--- src/rtl/memory_scheduler_pkg.sv ---
// Shared types and constants for the three-way memory port scheduler.
package memory_scheduler_pkg;
  localparam int NUM_REQ              = 3;
  localparam int STARVE_LIMIT_DEFAULT = 8;

  localparam logic [1:0] REQ_DMEM = 2'd0;
  localparam logic [1:0] REQ_IMEM = 2'd1;
  localparam logic [1:0] REQ_DMA  = 2'd2;

  typedef struct packed {
    logic        valid;
    logic        instr;
    logic [31:0] addr;
    logic [31:0] wdata;
    logic [3:0]  wstrb;
  } sched_slot_type;

  typedef enum logic {IDLE = 1'b0, BUSY = 1'b1} sched_state_type;
endpackage

--- src/rtl/memory_scheduler_if.sv ---
// Requester-side and memory-side buses of the scheduler; slave = scheduler, master = environment.
interface memory_scheduler_if;
  import memory_scheduler_pkg::*;

  logic [NUM_REQ-1:0]       req_valid;
  logic [NUM_REQ-1:0]       req_instr;
  logic [NUM_REQ-1:0][31:0] req_addr;
  logic [NUM_REQ-1:0][31:0] req_wdata;
  logic [NUM_REQ-1:0][3:0]  req_wstrb;
  logic [31:0]              req_rdata;
  logic [NUM_REQ-1:0]       req_ready;
  logic                     proto_err;
  logic                     memory_valid;
  logic                     memory_instr;
  logic [31:0]              memory_addr;
  logic [31:0]              memory_wdata;
  logic [3:0]               memory_wstrb;
  logic [31:0]              memory_rdata;
  logic                     memory_ready;

  modport slave (
    input  req_valid, req_instr, req_addr, req_wdata, req_wstrb, memory_rdata, memory_ready,
    output req_rdata, req_ready, proto_err,
           memory_valid, memory_instr, memory_addr, memory_wdata, memory_wstrb
  );

  modport master (
    output req_valid, req_instr, req_addr, req_wdata, req_wstrb, memory_rdata, memory_ready,
    input  req_rdata, req_ready, proto_err,
           memory_valid, memory_instr, memory_addr, memory_wdata, memory_wstrb
  );
endinterface

--- src/rtl/memory_scheduler_mem_grant.sv ---
// Combinational grant: starved imem, then starved dma, then fixed priority dmem > imem > dma.
module memory_scheduler_mem_grant
  import memory_scheduler_pkg::*;
#(
  parameter int STARVE_LIMIT = STARVE_LIMIT_DEFAULT,
  parameter int CNT_W        = 4
) (
  input  logic [NUM_REQ-1:0] cand,
  input  logic [CNT_W-1:0]   cnt_imem,
  input  logic [CNT_W-1:0]   cnt_dma,
  output logic [NUM_REQ-1:0] gnt,
  output logic [1:0]         gnt_idx
);
  localparam logic [CNT_W-1:0] LIMIT = CNT_W'(STARVE_LIMIT);

  logic imem_starved, dma_starved;
  assign imem_starved = cand[REQ_IMEM] && (cnt_imem >= LIMIT);
  assign dma_starved  = cand[REQ_DMA]  && (cnt_dma  >= LIMIT);

  always_comb begin
    gnt_idx = REQ_DMEM;
    if      (imem_starved)   gnt_idx = REQ_IMEM;
    else if (dma_starved)    gnt_idx = REQ_DMA;
    else if (cand[REQ_DMEM]) gnt_idx = REQ_DMEM;
    else if (cand[REQ_IMEM]) gnt_idx = REQ_IMEM;
    else if (cand[REQ_DMA])  gnt_idx = REQ_DMA;
    gnt = (|cand) ? (NUM_REQ'(1) << gnt_idx) : '0;
  end
endmodule

--- src/rtl/memory_scheduler.sv ---
// Shares one memory port among dmem/imem/dma: pending slots with same-cycle bypass,
// one outstanding transaction, back-to-back issue on completion, starvation promotion.
module memory_scheduler
  import memory_scheduler_pkg::*;
#(
  parameter int STARVE_LIMIT = STARVE_LIMIT_DEFAULT,
  parameter int CNT_W        = 4
) (
  input logic               clock,
  input logic               reset,
  memory_scheduler_if.slave bus
);
  sched_slot_type     slot   [NUM_REQ];
  sched_slot_type     req_in [NUM_REQ];
  sched_slot_type     issue;
  sched_state_type    state, state_nxt;
  logic [1:0]         owner;
  logic [CNT_W-1:0]   cnt_imem, cnt_dma;
  logic [NUM_REQ-1:0] cand, gnt;
  logic [1:0]         gnt_idx;
  logic               decide;
  logic               proto_err_q;

  for (genvar i = 0; i < NUM_REQ; i++) begin : g_req
    assign req_in[i] = {bus.req_valid[i], bus.req_instr[i], bus.req_addr[i],
                        bus.req_wdata[i], bus.req_wstrb[i]};
    assign cand[i]   = slot[i].valid | bus.req_valid[i];
  end

  memory_scheduler_mem_grant #(.STARVE_LIMIT(STARVE_LIMIT), .CNT_W(CNT_W)) u_grant (
    .cand     (cand),
    .cnt_imem (cnt_imem),
    .cnt_dma  (cnt_dma),
    .gnt      (gnt),
    .gnt_idx  (gnt_idx)
  );

  // A pending slot is always older than a same-cycle pulse from that requester.
  assign issue = slot[gnt_idx].valid ? slot[gnt_idx] : req_in[gnt_idx];
  assign bus.proto_err = proto_err_q;

  function automatic logic [CNT_W-1:0] starve_next(logic [CNT_W-1:0] c, logic is_cand,
                                                   logic is_gnt);
    if (is_gnt)                return '0;
    if (is_cand && (c != '1))  return c + CNT_W'(1);
    return c;
  endfunction

  always_ff @(posedge clock) begin
    if (reset) state <= IDLE;
    else       state <= state_nxt;
  end

  always_comb begin
    state_nxt        = state;
    decide           = 1'b0;
    bus.memory_valid = 1'b0;
    bus.memory_instr = 1'b0;
    bus.memory_addr  = '0;
    bus.memory_wdata = '0;
    bus.memory_wstrb = '0;
    bus.req_ready    = '0;
    bus.req_rdata    = '0;
    if (!reset) begin
      unique case (state)
        IDLE: decide = |cand;
        BUSY: if (bus.memory_ready) begin
          bus.req_ready = NUM_REQ'(1) << owner;
          bus.req_rdata = bus.memory_rdata;
          decide        = |cand;
          state_nxt     = IDLE;
        end
        default: ;
      endcase
      if (decide) begin
        state_nxt        = BUSY;
        bus.memory_valid = 1'b1;
        bus.memory_instr = issue.instr;
        bus.memory_addr  = issue.addr;
        bus.memory_wdata = issue.wdata;
        bus.memory_wstrb = issue.wstrb;
      end
    end
  end

  always_ff @(posedge clock) begin
    if (reset) begin
      owner       <= REQ_DMEM;
      cnt_imem    <= '0;
      cnt_dma     <= '0;
      proto_err_q <= 1'b0;
      for (int i = 0; i < NUM_REQ; i++) slot[i] <= '0;
    end else begin
      for (int i = 0; i < NUM_REQ; i++) begin
        if (bus.req_valid[i] && slot[i].valid) proto_err_q <= 1'b1;
        if (decide && gnt[i])                          slot[i].valid <= 1'b0;
        else if (bus.req_valid[i] && !slot[i].valid)   slot[i]       <= req_in[i];
      end
      if (decide) begin
        owner    <= gnt_idx;
        cnt_imem <= starve_next(cnt_imem, cand[REQ_IMEM], gnt[REQ_IMEM]);
        cnt_dma  <= starve_next(cnt_dma,  cand[REQ_DMA],  gnt[REQ_DMA]);
      end
    end
  end
endmodule

--- src/flat_wrapper.sv ---
// flat-port wrapper written by rule: the top's interface ports become plain ports
module memory_scheduler_flat import memory_scheduler_pkg::*;
#(
  parameter int STARVE_LIMIT = STARVE_LIMIT_DEFAULT,
  parameter int CNT_W        = 4
)
  (clock, reset, bus_req_valid, bus_req_instr, bus_req_addr, bus_req_wdata, bus_req_wstrb, bus_memory_rdata, bus_memory_ready, bus_req_rdata, bus_req_ready, bus_proto_err, bus_memory_valid, bus_memory_instr, bus_memory_addr, bus_memory_wdata, bus_memory_wstrb);
  memory_scheduler_if bus_i ();
  input logic clock;
  input logic reset;
  input wire logic [$bits(bus_i.req_valid)-1:0] bus_req_valid;
  input wire logic [$bits(bus_i.req_instr)-1:0] bus_req_instr;
  input wire logic [$bits(bus_i.req_addr)-1:0] bus_req_addr;
  input wire logic [$bits(bus_i.req_wdata)-1:0] bus_req_wdata;
  input wire logic [$bits(bus_i.req_wstrb)-1:0] bus_req_wstrb;
  input wire logic [$bits(bus_i.memory_rdata)-1:0] bus_memory_rdata;
  input wire logic [$bits(bus_i.memory_ready)-1:0] bus_memory_ready;
  output wire logic [$bits(bus_i.req_rdata)-1:0] bus_req_rdata;
  output wire logic [$bits(bus_i.req_ready)-1:0] bus_req_ready;
  output wire logic [$bits(bus_i.proto_err)-1:0] bus_proto_err;
  output wire logic [$bits(bus_i.memory_valid)-1:0] bus_memory_valid;
  output wire logic [$bits(bus_i.memory_instr)-1:0] bus_memory_instr;
  output wire logic [$bits(bus_i.memory_addr)-1:0] bus_memory_addr;
  output wire logic [$bits(bus_i.memory_wdata)-1:0] bus_memory_wdata;
  output wire logic [$bits(bus_i.memory_wstrb)-1:0] bus_memory_wstrb;
  assign bus_i.req_valid = bus_req_valid;
  assign bus_i.req_instr = bus_req_instr;
  assign bus_i.req_addr = bus_req_addr;
  assign bus_i.req_wdata = bus_req_wdata;
  assign bus_i.req_wstrb = bus_req_wstrb;
  assign bus_i.memory_rdata = bus_memory_rdata;
  assign bus_i.memory_ready = bus_memory_ready;
  assign bus_req_rdata = bus_i.req_rdata;
  assign bus_req_ready = bus_i.req_ready;
  assign bus_proto_err = bus_i.proto_err;
  assign bus_memory_valid = bus_i.memory_valid;
  assign bus_memory_instr = bus_i.memory_instr;
  assign bus_memory_addr = bus_i.memory_addr;
  assign bus_memory_wdata = bus_i.memory_wdata;
  assign bus_memory_wstrb = bus_i.memory_wstrb;
  memory_scheduler #(.STARVE_LIMIT(STARVE_LIMIT), .CNT_W(CNT_W)) u_core (.clock(clock), .reset(reset), .bus(bus_i));
endmodule
--- config.mk ---
export PLATFORM = sky130hd
export DESIGN_NAME = memory_scheduler_flat
export DESIGN_NICKNAME = d
export VERILOG_FILES = /design/src/rtl/memory_scheduler_pkg.sv /design/src/rtl/memory_scheduler_if.sv /design/src/rtl/memory_scheduler_mem_grant.sv /design/src/rtl/memory_scheduler.sv /design/src/flat_wrapper.sv
export SDC_FILE = /design/constraint.sdc
export NUM_CORES = 1
export LEC_CHECK = 0
export BUFFER_PORTS_ARGS = -buffer_cell sky130_fd_sc_hd__buf_2
export CAP_MARGIN = 20
export CORE_AREA = 2 2 171 156
export CTS_CLUSTER_SIZE = 28
export DETAILED_ROUTE_END_ITERATION = 12
export DIE_AREA = 0 0 173 158
export PLACE_DENSITY_LB_ADDON = 0.12
export SETUP_SLACK_MARGIN = 0.5
export SLEW_MARGIN = 40
export SYNTH_ARGS = -nofsm -noshare
export SYNTH_HDL_FRONTEND = slang
export SYNTH_SLANG_ARGS = --single-unit
export TNS_END_PERCENT = 30
--- constraint.sdc ---
create_clock -name clock -period 2.9 [get_ports clock]
set_input_delay 0.145 -clock clock [delete_from_list [all_inputs] [get_ports clock]]
set_output_delay 0.145 -clock clock [all_outputs]
set_load 0.1 [all_outputs]
# --- Word level (Yosys, flattened, before mapping) ---
# Memories as Yosys holds them, arrays and structs flattened.
# Cells that the tools add are included.
word_totals:
  memories: 1
  inputBits: 245
  latchBits: 0
  word_cells: 141
  ramBits: 210
  reg_bits: 12
  romBits: 0
op_classes:
  addsub: 2
  n_lt_le_gt_ge: 3
  bitwise_logic: 14
  eq_ne: 2
  shifts: 2
  mux: 90
  reduce_logical: 22
  mul: 0
  div_mod_pow: 0
mem_list:
  columns: ["name", "words", "word_bits", "rd", "rd_clocked_by_memory_dff", "write_ports", "line_no", "text"]
  rows:
  - ["u_core.slot", 3, 70, 4, 0, 3, "memory_scheduler.sv:13", "sched_slot_type slot [NUM_REQ];"]
op_table:
  columns: ["op", "n"]
  rows:
  - ["two-way mux 69 bit", 6]
  - ["two-way mux 32 bit", 7]
  - ["binary-select mux 70 bit (select 2 bit)", 1]
  - ["two-way mux 1 bit", 56]
  - ["two-way mux 4 bit", 10]
  - ["logical AND 1 bit", 13]
  - ["two-way mux 3 bit", 4]
  - ["bitwise OR 1 bit", 12]
  - ["two-way mux 2 bit", 5]
  - ["adder 4 x 1 -> 4 bit (second input constant)", 2]
  - [">= comparator 4 bit (second input constant)", 2]
  - ["inequality test 4 bit (second input constant)", 2]
  - ["left shift 1 x 2 -> 3 bit (first input constant)", 2]
  - ["AND reduction 2 bit", 2]
  - ["nonzero test 2 bit", 2]
  - [">= comparator 3 bit (second input constant)", 1]
  - ["zero test 1 bit", 3]
  - ["NOT 2 -> 3 bit", 1]
  - ["nonzero test 3 bit", 1]
  - ["OR reduction 3 bit", 1]
  - ["one-hot mux 1 bit (2 select lines)", 1]
  - ["NOT 1 bit", 1]

# --- Longest topological paths before layout ---
# Gate-level depths: netlist of run 1.
# An unclocked memory read counts as a cell.
logic_depth:
  depth_word: 17
  depth_mapped: 8
  mapped_depth_nobuf: 5

# --- Cells and area by module ---
# A second synthesis of run 1 with hierarchy kept.
hier_totals:
  hier_cells: 1147
  area_unflattened_um2: 12405.6
modules_own_cells:
  columns: ["module", "area_per_inst_um2", "n_inst", "seq_area_each_um2", "cells_per_inst"]
  rows:
  - ["memory_scheduler", 12339.3, 1, 6546.3, 1137]
  - ["memory_scheduler_mem_grant", 66.3, 1, 0.0, 10]

# --- Least setup slack after synthesis of run 1 ---
# No wires, ideal clock.
synth_timing:
  kind: "register to output"
  start: "memory u_core.slot[1][69] in the netlist's numbering"
  end: "output bus_memory_addr[20]"
  n_path_buf: 3
  arrival_ns: 4.353
  setup_slack_ns: -1.598
  path_stages_with_launch: 9
  t_required_ns: 2.755
  cell_sequence: "edfxtp_1 clkbuf_1 or4_4 o21ai_2 nor2_1 nand2_1 buf_2 buf_2 o2bb2ai_1"
synth_lines:
  columns: ["element", "line_no", "text"]
  rows:
  - ["start, declared", "memory_scheduler.sv:13", null]
  - ["end, declared", "flat_wrapper.sv:23", "output wire logic [$bits(bus_i.memory_addr)-1:0] bus_memory_addr;"]

==> summary.txt, run 1 <==
Detailed routing
  – DR vias/cell: 5.87
  – First-pass DRT Iterations: 6
  – Wirelength, routed: a little over 50 mm
  – Via count: 12,300
  – Routed Antenna Nets: 0
  – DR WL/cell: 24.4 µm
  – Number of DRC markers in iteration 0: about 1,200
  – Detailed-route DRC error count: 0

Worst setup path
  – Most frequent cell on the critical path: buf_12
  – Crit path cell chain: or4_4 > buf_6 > o22ai_4 > buf_12 > clkbuf_16 > nand2_1 > a31oi_2 > o2bb2ai_4 > buf_12
  – R2r worst-path depth: 9
  – Worst reg-to-reg setup slack: 0.09 ns
  – WP buf/inv: 4
  – Crit path kind: reg2out
  – R2r endpoint: u_core.slot[1][56]
  – CP startpoint: u_core.slot[1][69]
  – Top delay family on crit path: buffers and inverters
  – CP max FO: 9
  – Critical path destination: bus_memory_wdata[28]
  – Worst r2r src: u_core.slot[1][69]
  – Element type at the critical path start: flip-flop
  – WP depth: 9
  – Endpoint class of the critical path: output port
  – Worst Path Arrival: 3.03 ns
  – Worst endpoint required time: around 2.8 ns
  – Crit path max-delay cell type: or4_4
  – Critical Path Max Stage Delay: 0.56 ns

CTS
  – CTS tree: yes
  – Clk root buf: clkbuf_16
  – CTS H-Tree Depth: 1
  – Bufs on Longest Clock Path: 3
  – Num Clock Sinks: 222
  – Total CTS buffers: 24
  – Clock Latency Late Sink: 0.52 ns
  – Clk slew on worst S/H paths: 0.06 ns

Synth
  – Seq/Total Area, Yosys: 55.4%
  – Top post-synthesis cells by area: edfxtp_1 53%, and2_1 13%, o22a_1 5.1%, o2bb2ai_1 5.1%, nand2_1 4.6%
  – Post-synth top area share: 53.4%
  – Yosys warns: 0
  – Syn_area_per_cell: 10.4 µm²
  – Synthesized area: 0.0118 mm²
  – Post-synth top flop: edfxtp_1
  – Post-synth top area cell: edfxtp_1
  – Syn Nets: 1,389
  – FF+latch count, synth: 222
  – Post-synth EDFFs: 210
  – Async SR Flop Fraction: 0%
  – Synth cell types: approximately 40
  – Post-Synthesis Cells: 1,140

Die
  – Die width: 173 µm
  – Die Y: 158 µm
  – FP Rows: 56
  – Num ports: 351
  – Core Region: 0.0256 mm²
  – Initial Utilization: 46.1%
  – Die Area: ~0.027 mm²

STA
  – Fmax: 314 MHz
  – Final Hold Viols: 0
  – Fin crit share: 110%
  – Relative slew slack: 51.5%
  – Clk_skew: 0.0133 ns
  – Final setup fails: about 70
  – Min Tclk post-route: 3.18 ns
  – Worst-margin pin slew: 0.720 ns
  – Worst Setup Slack, final: -0.280 ns
  – Hold WS: 0.0667 ns
  – Unrepaired setup endpoints after global routing: yes
  – Slew Limit Fails: 0

Cells and area
  – # fillers: ~1,300
  – Final Instance Count excl. Fillers: 2,094
  – Share of post-route cells with drive strength above 1: 38.9%
  – Area delta synth->final: 82.3%
  – FF+latch area: 0.00655 mm²
  – Final #Nets: just under 2,000
  – Multi-input gate area: 0.00719 mm²

Place
  – GP Congestion: 0.882
  – DP HPWL: 25.1 mm
  – Placed Cells: ~1,800
  – I/O Buffers: 350

Pwr
  – Net Sw Power: 4330 µW
  – Logic pwr share: 42.1%
  – Clk network pwr share: between 20% and 30%
  – Pleak: 0.00843 µW
  – Switching Share: 36.3%
  – Pwr dens: 554 mW/mm²
  – Int Pwr: 7600 µW
  – Max rail drop VDD: 0.000396 V
  – Seq pwr share: 32.7%

GRT
  – Largest net degree at the start of global routing: 103
  – Vias in the first global route: 11,900
  – Gr ovfl total: 0
  – First-pass GRT wire length: 65.2 mm
  – GRT Total Usage: 30.4%
  – Initial antenna violation count: 4

Status
  – Status: finished with violations
  – Violated checks: setup timing

Worst hold path
  – HP Class: in2reg

Run
  – Max-cap viol count: 0
## cells in the final DEF, fill, tap and decap left out, types with 4 or more instances in the layout
cell type,count
nand2_1,134
nand2b_1,5
and2_4,21
clkbuf_16,41
o2bb2ai_4,69
buf_16,15
a21oi_1,7
edfxtp_1,210
dfxtp_1,12
clkinv_1,7
nor2_1,82
nand3_1,4
and2_1,219
nand2_2,11
a31oi_4,42
a31oi_1,5
dlygate4sd3_1,207
buf_12,95
buf_6,14
o22a_1,69
ha_1,4
or2_4,4
buf_4,27
o21ai_0,70
a31oi_2,26
buf_2,280
inv_1,6
nor3_1,5
clkinv_2,5
## timing repair
| action | CTS | global route |
|---|---|---|
| endpoints found under the hold margin | 207 | 0 |
| gates cloned | 9 | 20 |
| hold buffers | 207 | 0 |
| buffers inserted | 13 | 19 |
| endpoints found under the setup margin | 311 | 485 |
| pin swaps | 5 | 76 |
| gates resized for setup | 50 | 155 |
## logic make-up (layout without fill, tap and decap cells)
| group | count (synthesis) | after routing | synth area share, % |
|---|---|---|---|
| mux | 2 | 2 | 0.169 |
| compound gates | 307 | 307 | 18.7 |
| flops | 222 | 222 | 55.4 |
| simple gates | 502 | 503 | 21.8 |
| fa+ha+maj | 4 | 4 | 0.424 |
| other cells | 0 | 2 | 0 |
| buf+inv | 103 | 706 | 3.52 |
## synth_stat cells, types with 7 or more instances
library cell and count:
a21oi_1 9, a31oi_1 73, and2_1 240, buf_2 17, clkbuf_1 73, dfxtp_1 12, edfxtp_1 210, nand2_1 146
nor2_1 83, nor3_1 7, o21ai_0 71, o22a_1 69, o2bb2ai_1 69
## worst min-delay path by stage
stage               slack, ns  cells past startpoint        startpoint                    to
global route             0.08                      3  bus_req_valid[0]  u_core.bus.proto_err
floorplan                0.32                      2  bus_req_valid[0]  u_core.bus.proto_err
CTS                      0.04                      3  bus_req_valid[0]  u_core.bus.proto_err
finish                   0.07                      3  bus_req_valid[0]  u_core.bus.proto_err
detailed placement       0.44                      2  bus_req_addr[42]    u_core.slot[1][46]
global placement         0.44                      2  bus_req_addr[42]    u_core.slot[1][46]
## power groups by stage
stage	combinational [µW]	clock, µW	sequential (µW)
3_5_place_dp	4060	0	3960
4_1_cts	4500	3010	3900
6_report	5030	3000	3910
3_3_place_gp	4020	0	3950
5_1_grt	5170	3130	3930
2_1_floorplan	2720	0	3960
## worst register-to-register path, stage by stage, from the launching register on
cell and delay (ns):
edfxtp_1 0.46, or4_4 0.56, buf_4 0.16, buf_6 0.11
o21ai_4 0.23, buf_6 0.16, buf_4 0.12, a31oi_4 0.09
clkbuf_16 0.28, and2_1 0.40
## per-layer routing
metal  vias to the layer above  track usage [%]  wire length (µm)
met5                         -                0                 0
li1                       5333                -                 -
met4                         0             10.9              2640
met3                       198             4.25              4570
met2                       786             55.7             25600
met1                      5983             36.9             18300
## state kept, by name, summed over array words and instances (netlist names)
signal                cells
u_core.bus.proto_err      1
u_core.slot             210
u_core.owner              2
u_core.cnt_imem           4
u_core.state              1
u_core.cnt_dma            4
## cell type report
type / count / area share [%]
Multi-Input combinational cell: 816 / 33.4
Timing Repair Buffer: 656 / 30.5
Sequential cell: 222 / 30.4
Clock buffer: 28 / 2.96
Tap cell: 348 / 2.02
Clock inverter: 16 / 0.592
Inverter: 6 / 0.105
Antenna cell: 2 / 0.0232
## through the flow
step	instance area [µm²]	setup slack, ns	setup TNS [ns]	util, %	power, µW
CTS	20100	-0.211	-12.12	78.3	11400
finish	21500	-0.280	-14.42	84.0	11900
global placement	16600	0.252	0	64.9	7970
floorplan	13300	0.00337	0	-	6680
global route	21500	-0.348	-15.71	84.0	12200
detailed placement	16600	0.205	0	64.9	8020
No activity file was read; power rests on OpenSTA's default activity.
==> inputs of run 2 (changes only) <==
--- a/config.mk
+++ b/config.mk
@@ -7,10 +7,10 @@
 export LEC_CHECK = 0
 export BUFFER_PORTS_ARGS = -buffer_cell sky130_fd_sc_hd__buf_2
 export CAP_MARGIN = 20
-export CORE_AREA = 2 2 171 156
+export CORE_AREA = 2 2 161 147
 export CTS_CLUSTER_SIZE = 28
 export DETAILED_ROUTE_END_ITERATION = 12
-export DIE_AREA = 0 0 173 158
+export DIE_AREA = 0 0 163 149
 export PLACE_DENSITY_LB_ADDON = 0.12
 export SETUP_SLACK_MARGIN = 0.5
 export SLEW_MARGIN = 40
==> constraint.sdc (replaced) <==
create_clock -name clock -period 3.1 [get_ports clock]
set_input_delay 0.155 -clock clock [delete_from_list [all_inputs] [get_ports clock]]
set_output_delay 0.155 -clock clock [all_outputs]
set_load 0.1 [all_outputs]
==> summary.txt, run 2 (synthesis gave the netlist of run 1 again) <==
Status
  – Status: finished with violations
  – Violated checks: setup timing

Cells and area
  – Most frequent cells in the layout: 281 x buf_2, 240 x and2_1, 210 x edfxtp_1
  – Commonest non-fill, non-tap cell in the layout: buf_2
  – Area delta synth->final: 68.9%
  – Top reg by flops: u_core.slot
  – # fillers: 1,001 (-23%)
  – Max FFs per register: 210 (unchanged)
  – Top flop regs: u_core.slot x210, u_core.cnt_dma x4, u_core.cnt_imem x4
  – Final #Nets: 1,930 (-2.3%)
  – Share of post-route cells with drive strength above 1: 31.8% (-7.2 points)

CTS
  – Bufs on Longest Clock Path: 3 (unchanged)
  – Clock Latency Late Sink: 0.51 ns (about the same)
  – CTS H-Tree Depth: 1 (unchanged)
  – CTS tree: yes
  – Clk slew on worst S/H paths: 0.06 ns (about the same)
  – Num Clock Sinks: 222 (unchanged)
  – Clk root buf: clkbuf_16
  – Total CTS buffers: 24 (unchanged)

Worst setup path
  – R2r worst-path depth: 8 (-1)
  – CP max FO: 14 (+5)
  – Worst reg-to-reg setup slack: 0.31 ns (+0.22 ns)
  – Crit path kind: reg2out
  – Worst endpoint required time: 2.94 ns (+0.18 ns)
  – Worst Path Arrival: 3.06 ns (+0.03 ns)
  – Element type at the critical path start: flip-flop
  – Endpoint class of the critical path: output port
  – Worst r2r src: u_core.slot[1][69]
  – R2r endpoint: u_core.slot[1][64]

STA
  – Worst Setup Slack, final: -0.111 ns (+0.169 ns)
  – Unrepaired setup endpoints after global routing: yes
  – Worst-margin pin slew: 0.668 ns (-0.0513 ns)
  – Fin crit share: 104%
  – Min Tclk post-route: between 3 and 4 ns
  – Final Hold Viols: 0 (unchanged)
  – Slew Limit Fails: 0 (unchanged)
  – Fmax: 311 MHz
  – Setup TNS: -4.23 ns (+10.19 ns)
  – Relative slew slack: 55.0% (+3.5 points)
  – Clk_skew: 0.0125 ns (-0.000825 ns)
  – Final setup fails: 62 (-10%)

GRT
  – Initial antenna violation count: 5 (+1)
  – Largest net degree at the start of global routing: 108 (+4.9%)
  – GRT Total Usage: 36.3% (+5.9 points)
  – First-pass GRT wire length: 68.0 mm (+4.4%)
  – Gr ovfl total: 0 (unchanged)
  – Vias in the first global route: 12,500 (+4.7%)

Pwr
  – Pwr dens: 557 mW/mm² (+0.54%)
  – Power Total: 11,100 µW (-6.9%)
  – Pleak: 0.00796 µW (-5.6%)
  – Max rail drop VDD: 0.000400 V (+1.1%)

Die
  – Die width: 163 µm (-5.8%)
  – Die Y: 149 µm (-5.7%)
  – Die Area: 0.0243 mm² (-11%)
  – FP Rows: 53 (-5.4%)
  – Initial Utilization: 51.6% (+5.6 points)
  – Core Region: 0.0229 mm² (-11%)
  – Num ports: 351 (unchanged)

Place
  – I/O Buffers: 350 (unchanged)
  – DP HPWL: 24.3 mm (-3.1%)
  – GP Congestion: 0.886 (+0.52%)

Detailed routing
  – Detailed-route DRC error count: 0 (unchanged)
  – Routed Antenna Nets: 0 (unchanged)
  – DR vias/cell: 5.93 (+0.99%)
  – Wirelength, routed: 45.5 mm (-11%)
  – First-pass DRT Iterations: 6 (unchanged)
  – Via count: 11,900 (-3.3%)
  – Number of DRC markers in iteration 0: 1,028 (-15%)
  – DR WL/cell: 22.7 µm (-7.0%)

Worst hold path
  – HP Class: in2reg
  – WHS Path Cells: 3 (unchanged)
  – Hold_sp: bus_req_valid[0]
  – Hold EP: u_core.bus.proto_err

Run
  – Max-cap viol count: 0 (unchanged)
-- run 2: cell count changes in the layout (fill, tap and decap cells not counted), moves of 7 or more --
cell / previous run / this run
clkbuf_16: 41 / 25
and2_1: 219 / 240
a31oi_1: 5 / 68
and2_4: 21 / 0
nand2_2: 11 / 0
nand2_1: 134 / 145
buf_16: 15 / 8
a31oi_4: 42 / 1
buf_4: 27 / 16
buf_6: 14 / 5
a31oi_2: 26 / 4
-- run 2: worst max-delay path by stage --
stage	start	to	slack (ns)
finish	u_core.slot[1][69]	bus_memory_addr[15]	-0.11
global route	u_core.slot[1][69]	bus_memory_addr[15]	-0.16
CTS	u_core.slot[1][69]	bus_memory_wstrb[1]	-0.09
detailed placement	u_core.slot[1][69]	bus_memory_addr[8]	0.30
global placement	u_core.slot[1][69]	bus_memory_addr[20]	0.37
floorplan	u_core.slot[2][69]	bus_memory_addr[20]	0.17
-- run 2: repair_timing --
| action | in CTS | in global routing |
|---|---|---|
| pin swaps | 26 | 5 |
| gates resized for setup | 18 | 10 |
| setup buffers | 10 | 6 |
| hold buffers | 207 | 0 |
| endpoints found under the hold margin | 207 | 0 |
| cloned | 7 | 0 |
| endpoints found under the setup margin | 157 | 381 |
-- run 2: metrics by stage --
stage	hold slack (ns)	cell area [µm²]	setup WS, ns	utilization, %	instances
after floorplan	0.331	13200	0.169	-	1140
after global placement	0.447	16500	0.368	72.1	1727
after detailed placement	0.450	16500	0.302	72.1	1727
after CTS	0.0408	19900	-0.0937	86.8	1995
after global routing	0.117	20000	-0.163	87.2	2004
final	0.0889	20000	-0.111	87.2	2004
-- run 2: final cells by class --
cell class | instances | area, µm² | area share, %
well taps | 302 | 378 | 1.89
inverters | 6 | 22.5 | 0.113
flip-flops and latches | 222 | 6550 | 32.8
multi-input cells | 816 | 6330 | 31.7
clock inverters | 14 | 229 | 1.15
repair buffers | 611 | 5780 | 29.0
clock buffers | 30 | 664 | 3.33
diodes | 3 | 7.51 | 0.0376
-- run 2: critical path, cell delays in order (launching register included) --
cell,delay [ns]
edfxtp_1,0.48
or4_4,0.56
a211o_1,0.35
o221a_4,0.14
nor3_4,0.14
buf_6,0.13
buf_12,0.13
buf_16,0.20
o2bb2ai_4,0.18
buf_12,0.20
-- run 2: report_power, final --
part | internal [µW] | total (µW) | switching (µW)
Sequential | 3580 | 3660 | 84.6
Clock | 2020 | 3220 | 1200
Combinational | 1650 | 4230 | 2590
Total | 7240 | 11100 | 3870
-- run 2: per-layer routing --
metal | global-route usage, % | part of all wire (%)
met1 | 42.1 | 35
met2 | 65.2 | 52
met3 | 6.39 | 8.3
met4 | 17.5 | 4.6
met5 | 0 | 0.029
